File: src/rtl/id_ex_stage.sv
// id_ex_stage: ID/EX pipeline register with valid/ready flow control, optional skid entry, flush and stall counter.
// Revision: 1.0
`default_nettype none

module id_ex_stage #(
  parameter int DATA_W = 32,
  parameter int RD_W   = 5,
  parameter int CTRL_W = 4,
  parameter int SKID   = 1,
  parameter int CNT_W  = 16
) (
  input  logic              clock,
  input  logic              reset_n,
  input  logic              flush,
  input  logic              in_valid,
  output logic              in_ready,
  input  logic [DATA_W-1:0] in_data_1,
  input  logic [DATA_W-1:0] in_data_2,
  input  logic [DATA_W-1:0] in_imm,
  input  logic [RD_W-1:0]   in_rd,
  input  logic [CTRL_W-1:0] in_ctrl,
  output logic              out_valid,
  input  logic              out_ready,
  output logic [DATA_W-1:0] out_data_1,
  output logic [DATA_W-1:0] out_data_2,
  output logic [DATA_W-1:0] out_imm,
  output logic [RD_W-1:0]   out_rd,
  output logic [CTRL_W-1:0] out_ctrl,
  output logic [CNT_W-1:0]  stall_cnt
);

  localparam int ENT_W = 3*DATA_W + RD_W + CTRL_W;
  localparam logic [CNT_W-1:0] CNT_MAX = {CNT_W{1'b1}};

  // Bit 0 = main entry valid, bit 1 = skid entry valid; in_ready comes straight off bit 1.
  typedef enum logic [1:0] {
    EMPTY = 2'b00,
    ONE   = 2'b01,
    FULL  = 2'b11
  } state_t;

  logic [ENT_W-1:0] in_entry;
  logic [ENT_W-1:0] m_entry;
  logic             m_valid;
  logic             accept;
  logic             issue;

  assign in_entry  = {in_data_1, in_data_2, in_imm, in_rd, in_ctrl};
  assign accept    = in_valid && in_ready;
  assign issue     = m_valid && out_ready;
  assign out_valid = m_valid;
  assign {out_data_1, out_data_2, out_imm, out_rd} = m_entry[ENT_W-1:CTRL_W];
  assign out_ctrl  = m_valid ? m_entry[CTRL_W-1:0] : '0;

  generate
    if (SKID != 0) begin : g_skid
      state_t           state_q;
      state_t           state_d;
      logic [ENT_W-1:0] s_entry;
      logic             load_m_in;
      logic             load_s_in;
      logic             load_m_s;

      always_ff @(posedge clock or negedge reset_n) begin
        if (!reset_n) state_q <= EMPTY;
        else          state_q <= state_d;
      end

      always_comb begin
        state_d   = state_q;
        load_m_in = 1'b0;
        load_s_in = 1'b0;
        load_m_s  = 1'b0;
        if (flush) begin
          state_d = EMPTY;
        end else begin
          case (state_q)
            EMPTY: if (accept) begin
              state_d   = ONE;
              load_m_in = 1'b1;
            end
            ONE: begin
              if (accept && issue) begin
                load_m_in = 1'b1;
              end else if (accept) begin
                state_d   = FULL;
                load_s_in = 1'b1;
              end else if (issue) begin
                state_d = EMPTY;
              end
            end
            FULL: if (issue) begin
              state_d  = ONE;
              load_m_s = 1'b1;
            end
            default: state_d = EMPTY;
          endcase
        end
      end

      always_ff @(posedge clock or negedge reset_n) begin
        if (!reset_n) begin
          m_entry <= '0;
          s_entry <= '0;
        end else begin
          if (load_m_in)     m_entry <= in_entry;
          else if (load_m_s) m_entry <= s_entry;
          if (load_s_in)     s_entry <= in_entry;
        end
      end

      assign m_valid  = state_q[0];
      assign in_ready = ~state_q[1];
    end else begin : g_single
      logic m_valid_q;

      always_ff @(posedge clock or negedge reset_n) begin
        if (!reset_n) begin
          m_valid_q <= 1'b0;
          m_entry   <= '0;
        end else if (flush) begin
          m_valid_q <= 1'b0;
        end else if (accept) begin
          m_valid_q <= 1'b1;
          m_entry   <= in_entry;
        end else if (issue) begin
          m_valid_q <= 1'b0;
        end
      end

      assign m_valid  = m_valid_q;
      assign in_ready = out_ready || !m_valid_q;
    end
  endgenerate

  always_ff @(posedge clock or negedge reset_n) begin
    if (!reset_n)
      stall_cnt <= '0;
    else if (m_valid && !out_ready && stall_cnt != CNT_MAX)
      stall_cnt <= stall_cnt + 1'b1;
  end

endmodule

`default_nettype wire

File: config.mk
export PLATFORM = sky130hd
export DESIGN_NAME = id_ex_stage
export DESIGN_NICKNAME = d
export VERILOG_FILES = /design/src/rtl/id_ex_stage.sv
export SDC_FILE = /design/constraint.sdc
export NUM_CORES = 1
export LEC_CHECK = 0
export CAP_MARGIN = 10
export CORE_UTILIZATION = 55
export DETAILED_ROUTE_END_ITERATION = 8
export PLACE_DENSITY = 0.86
export SETUP_SLACK_MARGIN = 0.3
export SYNTH_ARGS = -nofsm -noshare
export SYNTH_HDL_FRONTEND = slang
export SYNTH_SLANG_ARGS = --single-unit
export TNS_END_PERCENT = 1
File: constraint.sdc
create_clock -name clock -period 2.9 [get_ports clock]
set_clock_uncertainty 0.05 [all_clocks]
set_input_delay 0.58 -clock clock [delete_from_list [all_inputs] [get_ports clock]]
set_output_delay 0.58 -clock clock [all_outputs]
set_load 0.03 [all_outputs]
==> results list <==
- Relative to the synthesized area, the layout overhead comes to 24.9%.
* Hold Vio Cnt, Final: 2
* Post-synthesis sequential element count: 228
- Proportion of register bits with asynchronous set or reset after synthesis: 1.00
* Number of warnings issued by yosys: 0
- After synthesis the cells add up to 10700 µm².
- Of the cells placed in the final design, the portion with a size suffix greater than 1 is 0.162.
- Worst slew margin: 0.619
- The count of nets left with antenna violations once routing finished came out at 0.
* Cells after Synth: 885
- Using the TritonRoute via totals, the vias-per-cell ratio works out to 5.32.
- Weighted congestion at the end of routability-driven global placement: 0.817
- Max-cap violations in this run came to 0.
* First-pass GRT wire length: 36500 µm
- Sorting the synthesized cells by how often they occur yields 228 x sky130_fd_sc_hd__dfrtp_1, 110 x sky130_fd_sc_hd__nand2_1, 107 x sky130_fd_sc_hd__mux2i_1.
- Post-CTS Setup Inserts: 0
- For this configuration, the core starts out at a cell density of 0.567.
- Of all nets on the critical path, the largest fanout is 13.
* Final-layout worst hold slack: -0.00607 ns
- Diodes inserted: 0
- The min-delay analysis places its worst path in the category input pin to async pin.
- After detailed routing, the average wire length per cell comes to 17.6 µm.
- The first detailed-routing pass ran for 4 iterations.
- After synthesis, the netlist uses 38 different library cells.
* Outcome: complete, but fails checks
* Most common cell in the synthesized netlist: sky130_fd_sc_hd__dfrtp_1
* Total of endpoints with negative setup slack in the final report: 0
- The via count of the first global-routing pass is 7100.
- Based on the critical path, the design can be clocked at up to 401 MHz.
- Time the worst path needs with I/O delays and setup: 2.49 ns
- Top cell type's share of synthesized area: 0.535
- The largest total area in the synthesized netlist belongs to sky130_fd_sc_hd__dfrtp_1.
- In this run, synthesis inferred 0 flip-flops with an integrated enable.
* Clock-pin slew on the worst setup and hold paths: 0.06 ns
- Entering global routing, the biggest net connects 87 pins.
- By area the synthesized netlist is led by sky130_fd_sc_hd__dfrtp_1 53%, sky130_fd_sc_hd__mux2i_1 10%, sky130_fd_sc_hd__mux2_2 7.3%.
- Vertical die dimension: 141 µm
- Clock H-tree levels: 1
- Worst Path Required: 2.27 ns
- The floorplan has 50 rows.
- Adding up every negative setup slack in the final design gives 0 ns.
* Arr. time, crit path: 1.86 ns
- The total area inside the core boundary comes to 18800 µm².
* Primary FF master, synth: sky130_fd_sc_hd__dfrtp_1
* Die X: 141 µm
- For the pin with the worst max-slew slack, the measured transition is 0.571 ns.
* Critical path capture point type: output port
- IR drop worst, VDD: 0.665 mV
* Part of the cycle the worst path needs: 0.860
- Crit-path slowest cell: sky130_fd_sc_hd__clkdlybuf4s50_1
- The layout has 1323 filler cells.
- Count of vias placed by the detailed router: 6831
* Global routing usage summed across all routing layers: 0.229
- The final-report max-slew violation count came to 0.
* Post-DP HPWL: 14600 µm
* Leakage dissipation: 6.44 nW
* Cells along the critical path: and2_1 -> clkdlybuf4s50_1
- Pwr dens: 1070 nW/µm²
* Final cell utilization of the core: 0.707
- Averaged over all synthesized cells, the footprint is 12.1 µm².
- Detailed-route DRC error count: 0
- For this block, the initial DRC count from the detailed router was 343.
* Antenna violations before repair: 0
- Across all register-to-register paths, the minimum setup slack is 0.69 ns.
- The later pin in the worst-skew pair is clocked with a latency of 0.51 ns.
- Clock Sink Count: 228
- Setup repair after global routing left no endpoint under its margin.
- Port Buf Inserts: 232
* Buffer depth of the longest clock path: 3
- Kind of critical path: flip-flop to output port
- For this design the top-level I/O count stands at 233.
- The die covers 20000 µm².
- Post-synthesis sequential area ratio: 0.535
- Startpoint class of the critical path: flip-flop
- The checks that failed: negative hold slack.
* Final layout net count: 1120
* Number of CTS-inserted buffers: 24
* CTS Root Buffer Type: sky130_fd_sc_hd__clkbuf_16
- CTS tree: done
- Global routing finished with a remaining overflow of 0.
- Total wire length: 22600 µm
- Synthesized Nets: 1000
- Largest stage delay, worst path: 0.67 ns
flip-flops by register name (all words and copies together), names as in the netlist:
register and count:
m_entry 105, g_skid.s_entry 105, stall_cnt 16, g_skid.state_q 2
report_power, final:
group / switching, mW / total (mW) / internal (mW)
registers: 0.857 / 5.51 / 4.66
logic: 2.91 / 5.60 / 2.70
clock network: 1.22 / 3.13 / 1.91
layer usage:
layer / share of wire / routed length (µm) / GRT usage
met1: 0.43 / 9660 / 0.301
met2: 0.48 / 10800 / 0.374
met4: 0.032 / 719 / 0.0881
met5: 0 / 0 / 0
met3: 0.062 / 1400 / 0.0499
final cells by class:
class                           count  area, µm²  share of cell area
Clock inverter                      8       92.6             0.00695
Timing Repair Buffer              246       2570               0.193
Sequential cell                   228       5710               0.428
Clock buffer                       36        727              0.0546
Tap cell                          260        325              0.0244
Inverter                            4       15.0             0.00113
Multi-Input combinational cell    501       3880               0.291
repair_timing:
item / CTS / global route
hold buffers: 0 / 0
gates resized for setup: 1 / 0
setup endpoints to repair: 4 / 0
path summary, 6_finish.rpt:
| kind | from | endpoint | cells after the start |
|---|---|---|---|
| min | reset_n | stall_cnt[0] | 1 |
| min in group clock | g_skid.s_entry[30] | g_skid.s_entry[30] | 1 |
| min reg2reg | g_skid.s_entry[30] | g_skid.s_entry[30] | 1 |
| max reg2reg | g_skid.state_q[1] | m_entry[73] | 8 |
| max in group asynchronous | reset_n | g_skid.s_entry[33] | 2 |
| max | g_skid.state_q[0] | out_ctrl[0] | 2 |
critical path, delay by kind of cell (launching register included):
kind	cells	cell delay, ns
and+or+nand+nor	1	0.19
buffers and inverters	1	0.67
DFF	1	0.49
layout by cell type, fill, tap and decap left out, types with 5 or more instances in the layout:
cell type                         synthesis  final
sky130_fd_sc_hd__nand4_1                  6      6
sky130_fd_sc_hd__nand3_1                  9      9
sky130_fd_sc_hd__clkbuf_16                0     25
sky130_fd_sc_hd__o21ai_0                106    106
sky130_fd_sc_hd__xnor2_1                  6      6
sky130_fd_sc_hd__clkinv_2                 0      5
sky130_fd_sc_hd__and2_1                   5      5
sky130_fd_sc_hd__clkbuf_1                14      5
sky130_fd_sc_hd__buf_12                   4     11
sky130_fd_sc_hd__mux2_4                  39     39
sky130_fd_sc_hd__mux2i_1                107    107
sky130_fd_sc_hd__ha_1                     5      5
sky130_fd_sc_hd__clkdlybuf4s50_1          0    231
sky130_fd_sc_hd__clkbuf_8                 0      6
sky130_fd_sc_hd__dfrtp_1                228    227
sky130_fd_sc_hd__nand2_1                110    110
sky130_fd_sc_hd__mux2_2                  69     69
kinds of logic (layout without fill, tap and decap cells):
group	Yosys count	in the layout	share of synthesized area
flip-flops	228	228	0.535
AND/OR/NAND/NOR	153	153	0.0635
XOR/XNOR	8	8	0.00657
adder cells (fa/ha/maj)	5	5	0.00586
multiplexers	215	215	0.228
AO/OA/AOI/OAI	120	120	0.0590
buffers and inverters	156	294	0.102
metrics by stage:
step	power [mW]	hold WS (ns)	setup slack [ns]	cells	instance area, µm²
2_1_floorplan	9.78	0.234	0.668	885	10700
3_3_place_gp	10.9	0.436	0.401	1239	12500
3_5_place_dp	11.1	0.440	0.342	1239	12500
4_1_cts	14.4	0.00672	0.355	1283	13300
5_1_grt	15.0	0.0212	0.341	1283	13300
6_report	14.2	-0.00607	0.407	1283	13300
No activity file was read; power rests on OpenSTA's default activity.
